## config.mk

```make
export PLATFORM = sky130hd
export DESIGN_NAME = seg7_scan_encoder
export DESIGN_NICKNAME = d
export VERILOG_FILES = /design/src/rtl/seg7_scan_encoder.sv
export SDC_FILE = /design/constraint.sdc
export NUM_CORES = 1
export LEC_CHECK = 0
export CORE_UTILIZATION = 46
export CTS_CLUSTER_SIZE = 10
export DETAILED_ROUTE_END_ITERATION = 10
export PLACE_DENSITY = 0.72
export SLEW_MARGIN = 5
export SYNTH_ARGS = -nofsm -noshare
export SYNTH_HDL_FRONTEND = slang
export SYNTH_SLANG_ARGS = --single-unit
```

## constraint.sdc

```tcl
create_clock -name Clk -period 2 [get_ports Clk]
set_input_delay 0.4 -clock Clk [delete_from_list [all_inputs] [get_ports Clk]]
set_output_delay 0.4 -clock Clk [all_outputs]
set_load 0.02 [all_outputs]
```

## src/rtl/seg7_scan_encoder.sv

```systemverilog
// seg7_scan_encoder: rebuilds a 4-digit value from a scanned, active-low
// seven-segment bus and holds each complete frame until the consumer acks it.
// Ports: Clk, Reset (sync, active-high); Hex[0:6]=segments a..g, DigitSel
// (one-hot), Strobe, Ack in; Value, Blank, Valid, Err, DropCnt out.
// Macro SEG7_DROP_CNT_EN: counts strobes dropped while a frame is held.
module seg7_scan_encoder (
    input  logic        Clk,
    input  logic        Reset,
    input  logic [0:6]  Hex,
    input  logic [3:0]  DigitSel,
    input  logic        Strobe,
    input  logic        Ack,
    output logic [15:0] Value,
    output logic [3:0]  Blank,
    output logic        Valid,
    output logic        Err,
    output logic [7:0]  DropCnt
);

    localparam logic [0:0] S_COLLECT = 1'b0;
    localparam logic [0:0] S_HOLD    = 1'b1;

    logic [0:0]  state_q, state_d;
    logic [15:0] slot_q, slot_d;
    logic [3:0]  sblank_q, sblank_d;
    logic [3:0]  seen_q, seen_d;
    logic        ferr_q, ferr_d;
    logic [15:0] value_q, value_d;
    logic [3:0]  blank_q, blank_d;
    logic        valid_q, valid_d;
    logic        err_q, err_d;

    logic [3:0]  dec_nib;
    logic        dec_blank;
    logic        dec_bad;
    logic        sel_ok;

    // Literal MSB lines up with Hex[0] (segment a).
    always_comb begin
        dec_nib   = 4'h0;
        dec_blank = 1'b0;
        dec_bad   = 1'b0;
        case (Hex)
            7'b0000001: dec_nib = 4'h0;
            7'b1001111: dec_nib = 4'h1;
            7'b0010010: dec_nib = 4'h2;
            7'b0000110: dec_nib = 4'h3;
            7'b1001100: dec_nib = 4'h4;
            7'b0100100: dec_nib = 4'h5;
            7'b0100000: dec_nib = 4'h6;
            7'b0001111: dec_nib = 4'h7;
            7'b0000000: dec_nib = 4'h8;
            7'b0000100: dec_nib = 4'h9;
            7'b0001000: dec_nib = 4'hA;
            7'b1100000: dec_nib = 4'hB;
            7'b0110001: dec_nib = 4'hC;
            7'b1000010: dec_nib = 4'hD;
            7'b0110000: dec_nib = 4'hE;
            7'b0111000: dec_nib = 4'hF;
            7'b1111111: dec_blank = 1'b1;
            default:    dec_bad = 1'b1;
        endcase
    end

    always_comb begin
        case (DigitSel)
            4'b0001, 4'b0010, 4'b0100, 4'b1000: sel_ok = 1'b1;
            default:                            sel_ok = 1'b0;
        endcase
    end

    always_comb begin
        state_d  = state_q;
        slot_d   = slot_q;
        sblank_d = sblank_q;
        seen_d   = seen_q;
        ferr_d   = ferr_q;
        value_d  = value_q;
        blank_d  = blank_q;
        valid_d  = valid_q;
        err_d    = err_q;
        case (state_q)
            S_COLLECT: begin
                if (Strobe) begin
                    if (sel_ok) begin
                        for (int k = 0; k < 4; k++) begin
                            if (DigitSel[k]) begin
                                slot_d[4*k +: 4] = dec_nib;
                                sblank_d[k]      = dec_blank;
                            end
                        end
                        seen_d = seen_q | DigitSel;
                        ferr_d = ferr_q | dec_bad;
                    end else begin
                        ferr_d = 1'b1;
                    end
                end
                // Publish in the same edge the last digit lands.
                if (seen_d == 4'hF) begin
                    value_d = slot_d;
                    blank_d = sblank_d;
                    err_d   = ferr_d;
                    valid_d = 1'b1;
                    state_d = S_HOLD;
                end
            end
            default: begin
                if (Ack) begin
                    valid_d = 1'b0;
                    err_d   = 1'b0;
                    seen_d  = 4'h0;
                    ferr_d  = 1'b0;
                    state_d = S_COLLECT;
                end
            end
        endcase
    end

    always_ff @(posedge Clk) begin
        if (Reset) begin
            state_q  <= S_COLLECT;
            slot_q   <= '0;
            sblank_q <= '0;
            seen_q   <= '0;
            ferr_q   <= 1'b0;
            value_q  <= '0;
            blank_q  <= '0;
            valid_q  <= 1'b0;
            err_q    <= 1'b0;
        end else begin
            state_q  <= state_d;
            slot_q   <= slot_d;
            sblank_q <= sblank_d;
            seen_q   <= seen_d;
            ferr_q   <= ferr_d;
            value_q  <= value_d;
            blank_q  <= blank_d;
            valid_q  <= valid_d;
            err_q    <= err_d;
        end
    end

`ifdef SEG7_DROP_CNT_EN
    logic [7:0] drop_q;

    always_ff @(posedge Clk) begin
        if (Reset) begin
            drop_q <= '0;
        end else if (state_q == S_HOLD && Strobe && drop_q != 8'hFF) begin
            drop_q <= drop_q + 8'd1;
        end
    end

    assign DropCnt = drop_q;
`else
    assign DropCnt = 8'h00;
`endif

    assign Value = value_q;
    assign Blank = blank_q;
    assign Valid = valid_q;
    assign Err   = err_q;

endmodule

```

### Word-level counts from Yosys, hierarchy flattened

Index checks and enable logic that the tools add are counted.

| word-level totals | value |
|---|---|
| output and inout port bits | 30 |
| memory bits (writable) | 0 |
| memory bits (read-only) | 0 |
| memories | 0 |
| bits in registers | 48 |
| latch bits | 0 |

| operators by class | value |
|---|---|
| reductions and logical operators | 6 |
| magnitude comparators | 0 |
| shift-type cells | 0 |
| bitwise gates (word level) | 3 |
| add/sub/neg operators | 0 |
| multiplexer cells | 32 |
| equality and inequality tests | 22 |
| div/mod/pow operators | 0 |
| multipliers | 0 |

Operators with widths:

| cell | number |
|---|---|
| $pmux W4 S15 | 1 |
| $mux W4 | 11 |
| $eq A7 B6 Y1 const B | 5 |
| $eq A7 B7 Y1 const B | 5 |
| $mux W16 | 2 |
| $mux W1 | 18 |
| $reduce_or A17 Y1 | 1 |
| $eq A7 B3 Y1 const B | 2 |
| $eq A7 B4 Y1 const B | 2 |
| $eq A4 B4 Y1 const B | 2 |
| $eq A7 B1 Y1 const B | 1 |
| $eq A7 B5 Y1 const B | 1 |
| $logic_not A7 Y1 | 1 |
| $eq A4 B1 Y1 const B | 1 |
| $eq A4 B2 Y1 const B | 1 |
| $eq A4 B3 Y1 const B | 1 |
| $or A4 B4 Y4 | 1 |
| $reduce_and A2 Y1 | 2 |
| $reduce_or A4 Y1 | 1 |
| $ne A2 B2 Y1 const B | 1 |
| $reduce_bool A2 Y1 | 1 |
| $not A1 Y1 | 1 |
| $or A1 B1 Y1 | 1 |

### Depth between registers and ports, before layout

| logic depth | value |
|---|---|
| depth after elaboration | 9 |
| gate-level depth with buffers | 8 |

### Worst setup path after synthesis

No wires, ideal clock.

| path | value |
|---|---|
| path type | in2reg |
| start | input port DigitSel[3] |
| end | register value_q[11], in the netlist Value[11] |
| setup slack | -0.050 ns |
| arrival time | 1.932 ns |
| library setup time | 0.117 ns |
| cell stages on the path | 7 |
| path through | buf_6 nor4b_4 a21oi_2 or4_1 buf_2 buf_6 a32o_1 |

| on the way | value |
|---|---|
| word-level cells in the longest chain between the ends | 8 |
| elaborated cells between the ends (all ways) | 14 |

RTL lines:

| what | RTL line | RTL |
|---|---|---|
| from (decl) | 10 | `input logic [3:0] DigitSel,` |
| $eq A4 B1 Y1 (tied with other cells) | 66 | `case (DigitSel)` |
| $reduce_or A4 Y1 | 66 |  |
| $mux W1 | 66 |  |
| $mux W4 | 85 | `if (sel_ok) begin` |
| $mux W4 | 84 | `if (Strobe) begin` |
| $mux W4 | 82 | `case (state_q)` |
| $eq A4 B4 Y1 | 99 | `if (seen_d == 4'hF) begin` |
| $reduce_and A2 Y1 (no line) | n/a |  |
| to (signal assigned) | 136 | `value_q <= value_d;` |
| to (decl) | 28 | `logic [15:0] value_q, value_d;` |

Several ways; a longest one is shown, not always the timed one. The select of a mux whose other input is x is not followed.
A chain may end at the register's enable or synchronous reset.

### Final worst setup path

| path | value |
|---|---|
| start | input port DigitSel[0] |
| end | register slot_q[11] |

| on the way | value |
|---|---|
| word-level cells in the longest chain between the ends | 5 |
| elaborated cells between the ends (all ways) | 8 |

RTL lines:

| what | RTL line | RTL |
|---|---|---|
| $eq A4 B1 Y1 (tied with other cells) | 66 |  |
| $reduce_or A4 Y1 * | 66 |  |
| $mux W1 * | 66 |  |
| $mux W16 * | 85 |  |
| $mux W16 * | 84 |  |
| to (signal assigned) | 132 | `slot_q <= slot_d;` |
| to (decl) | 24 | `logic [15:0] slot_q, slot_d;` |

Every way passes the cells marked *; elsewhere a longest branch is shown, timed or not.

==> results.py <==
metrics = {
    "status": {
        "outcome": "completed",
    },
    "setup_path": {
        "critPathMaxFanout": 5,
        "cp_data_required_time_ps": 2190,
        "crit_top_cell": "sky130_fd_sc_hd__buf_4",
        "worstPathCellList": "dlygate4sd2_1 > buf_4 > or3b_4 > buf_4 > nor4_4 > buf_4 > mux2i_1 > nor2_1",
        "path_buf_inv": 4,
        "r2r-start": "state_q",
        "crit_path_start_kind": "primary input",
        "path_class": "in2reg",
        "worst-endpoint-arrival_ps": 2100,
        "cpLargestDelayFamily": "buffers and inverters",
        "max_stage_delay_ps": 410,
        "worst_setup_path_startpoint": "DigitSel[0]",
        "critical_path.slowest_cell": "sky130_fd_sc_hd__or3b_4",
        "worstSetupEndpointType": "flop",
    },
    "sta": {
        "setup_total_negative_slack_ps": 0,
        "maxClockFrequency_ghz": 0.5237,
        "finalCritPeriodShare_pct": 95.48,
        "finalSetupViolCount": 0,
        "grt_setup_unrepaired": "true",
        "clock-skew-final_ps": 5.890,
        "final-hold-violation-count": 0,
        "hold-worst-slack_ps": 454.3,
        "setup_slack_ps": 90.38,
        "finalMaxSlewViolations": 0,
        "post-route-min-period_ps": 1910,
    },
    "global_routing": {
        "grt_overflow_total": 0,
        "use_met3_pct": 3.929,
        "gr-usage-met1_pct": 31.42,
        "grt_first_pass_wirelength_um": 11330,
        "grt_pass1_vias": 2377,
        "global_route.usage.total_pct": 23.73,
        "grt_busiest_layer": "met2",
        "grt_start_max_net_pins": 25,
        "use_met2_pct": 40.18,
        "antenna_found_initial": 0,
    },
    "cts": {
        "cts_num_sinks": 48,
        "htree_num_levels": 2,
        "tritoncts": "yes",
        "clk_transition_reported_paths_ps": 90,
        "clk_latency_ps": 300,
        "ctsHoldBuffers": 0,
        "cts-root-buf": "sky130_fd_sc_hd__clkbuf_8",
        "numCtsBuffers": 5,
        "cts_max_path_buffers": 2,
    },
    "logic_synthesis": {
        "synth_enable_flop_cells": 0,
        "ys_types": 51,
        "post_synth_inst_count": 306,
        "ys_dominant_reg_cell": "sky130_fd_sc_hd__dfxtp_1",
        "ys.warnings.count": 0,
        "synth.ff_latch_count": 48,
        "synth_sequential_area_ratio_pct": 37.35,
        "synth_async_sr_flop_share_pct": 0,
        "postSynthAreaPerCell_sq_um": 8.407,
        "netlist_area_sq_um": 2572,
    },
    "layout": {
        "insertedDiodeCount": 0,
        "fillers": 431,
        "synthToLayoutAreaGrowth_pct": 39.59,
        "sequential_cell_area_sq_um": 960.9,
        "final_layout_size_suffix_gt1_share_pct": 24.81,
        "layout.core_utilization_pct": 68.56,
        "multi_input_area_sq_um": 1484,
        "nets": 405,
    },
    "floorplanning": {
        "fp.dieH_um": 76.78,
        "placementRows": 26,
        "initial_utilization_pct": 49.12,
        "fp.dieW_um": 76.78,
        "floorplan.die_area_sq_um": 5895,
        "area_of_the_core_region_sq_um": 5238,
        "io_pins": 45,
    },
    "placed_design": {
        "io_buffers": 36,
        "detailedPlace.worstSlack_ps": -548.3,
        "dp_hpwl_um": 5228,
        "globalplace.congestion": 0.8424,
    },
    "hold_path": {
        "timing.hold.worst.class": "reg2reg",
        "min-delay-start": "seen_q[1]",
    },
    "flow_run": {
        "number_of_max_cap_violations": 0,
    },
    "pwr": {
        "post-layout-total-power_uw": 1983,
        "powerDensity_nw_per_um2": 552.1,
        "cellLeakagePower_uw": 0.001391,
        "worst_ir_drop_vdd_uv": 406.8,
    },
    "routing": {
        "first_pass_iteration_count_of_the_detailed_router": 5,
        "totalWireLength_um": 6888,
        "remaining_drc_errors": 0,
        "drt.antenna.violating_nets": 0,
        "viasPerCell": 5.592,
        "detail_route.wl_per_cell_um": 14.94,
        "1st_iter_drt_viols": 145,
        "vias": 2578,
    },
}
worst paths after layout:
kind | end | slack (ps) | cells past startpoint
setup / recovery | slot_q[11] | 90 | 8
hold / removal | seen_q[1] | 450 | 2
setup reg to reg | Value[11] | 250 | 5
hold reg to reg | seen_q[1] | 450 | 2
worst min-delay path: cells and delay by family, from the launching register on:
kind	cells	cell delay, ps
DFF	1	320
and+or+nand+nor	1	50
AOI/OAI and AO/OA	1	50
sequential cells by signal (all words and copies together), names as in the netlist:
name and cells:
slot_q 16, Valid 1, Blank 4, seen_q 4
state_q 1, sblank_q 4, Err 1, ferr_q 1
Value 16
routing by layer:
layer  part of all wire, %  vias up
li1                      -     1271
met2                    48       69
met5                     0        -
met3                   4.0        9
met1                    47     1229
met4                  0.67        0
cells in the mapped netlist, drive strengths merged, types with 2 or more instances:
master | n | share of area (%)
nand3 | 12 | 2.3
nor4 | 4 | 2.7
a32o | 5 | 1.9
o21ai | 7 | 1.4
clkbuf | 19 | 2.8
nand4 | 6 | 1.5
nor4b | 5 | 2.3
nor4bb | 2 | 0.78
buf | 16 | 4.6
and4 | 2 | 0.68
o221ai | 4 | 1.4
nor3 | 7 | 1.9
nor3b | 4 | 1.4
dfxtp | 48 | 37
o22ai | 9 | 2.2
nor2 | 43 | 6.3
nand2 | 24 | 3.5
nor2b | 6 | 1.5
o31ai | 2 | 0.58
o211a | 2 | 0.78
mux2i | 12 | 4.7
a211oi | 19 | 5.7
a31oi | 3 | 0.73
and2 | 2 | 0.49
inv | 4 | 0.58
a21oi | 18 | 3.6
and3 | 3 | 0.73
a211o | 4 | 1.4
cells in the final DEF (no fill, tap or decap), drive strengths merged, types with 7 or more instances in the layout:
| cell type | count |
|---|---|
| nor2 | 43 |
| mux2i | 12 |
| a21oi | 18 |
| a211oi | 19 |
| dfxtp | 48 |
| o21ai | 7 |
| buf | 69 |
| nor3 | 7 |
| clkdlybuf4s50 | 26 |
| nand3 | 12 |
| nand2 | 24 |
| conb | 8 |
| o22ai | 9 |
stage by stage:
stage / cell area, sq um / instances
after floorplan: 2599 / 313
after global placement: 3393 / 452
after CTS: 3557 / 461
after global routing: 3591 / 461
final: 3591 / 461
after detailed placement: 3393 / 452
kinds of logic after synthesis:
| logic type | synth area share [%] |
|---|---|
| AND/OR/NAND/NOR | 28.60 |
| AO/OA/AOI/OAI | 20.62 |
| flip-flops | 37.35 |
| buffers and inverters | 7.928 |
| multiplexers | 4.669 |
| XOR/XNOR | 0.6811 |
| other | 0.1458 |
timing repair:
item,in CTS,in global routing
setup buffers,1,0
pin swaps,4,4
endpoints found under the setup margin,32,25
gates resized for setup,16,11
area by class of cell:
type,count,share of cell area (%)
Clock inverter,2,1.080
Sequential cell,48,26.76
Timing Repair Buffer,105,25.68
Tap cell,70,2.439
Clock buffer,6,2.300
Multi-Input combinational cell,226,41.32
Inverter,4,0.4181
report_power, final:
part           switching (uW)  leakage (uW)  total, uW  internal [uW]
Clock                     333     0.0000614        742            409
Combinational             147      0.000942        269            122
Sequential               5.96      0.000388        972            966
Total                     485       0.00139       1980           1500
No activity file was read; power rests on OpenSTA's default activity.
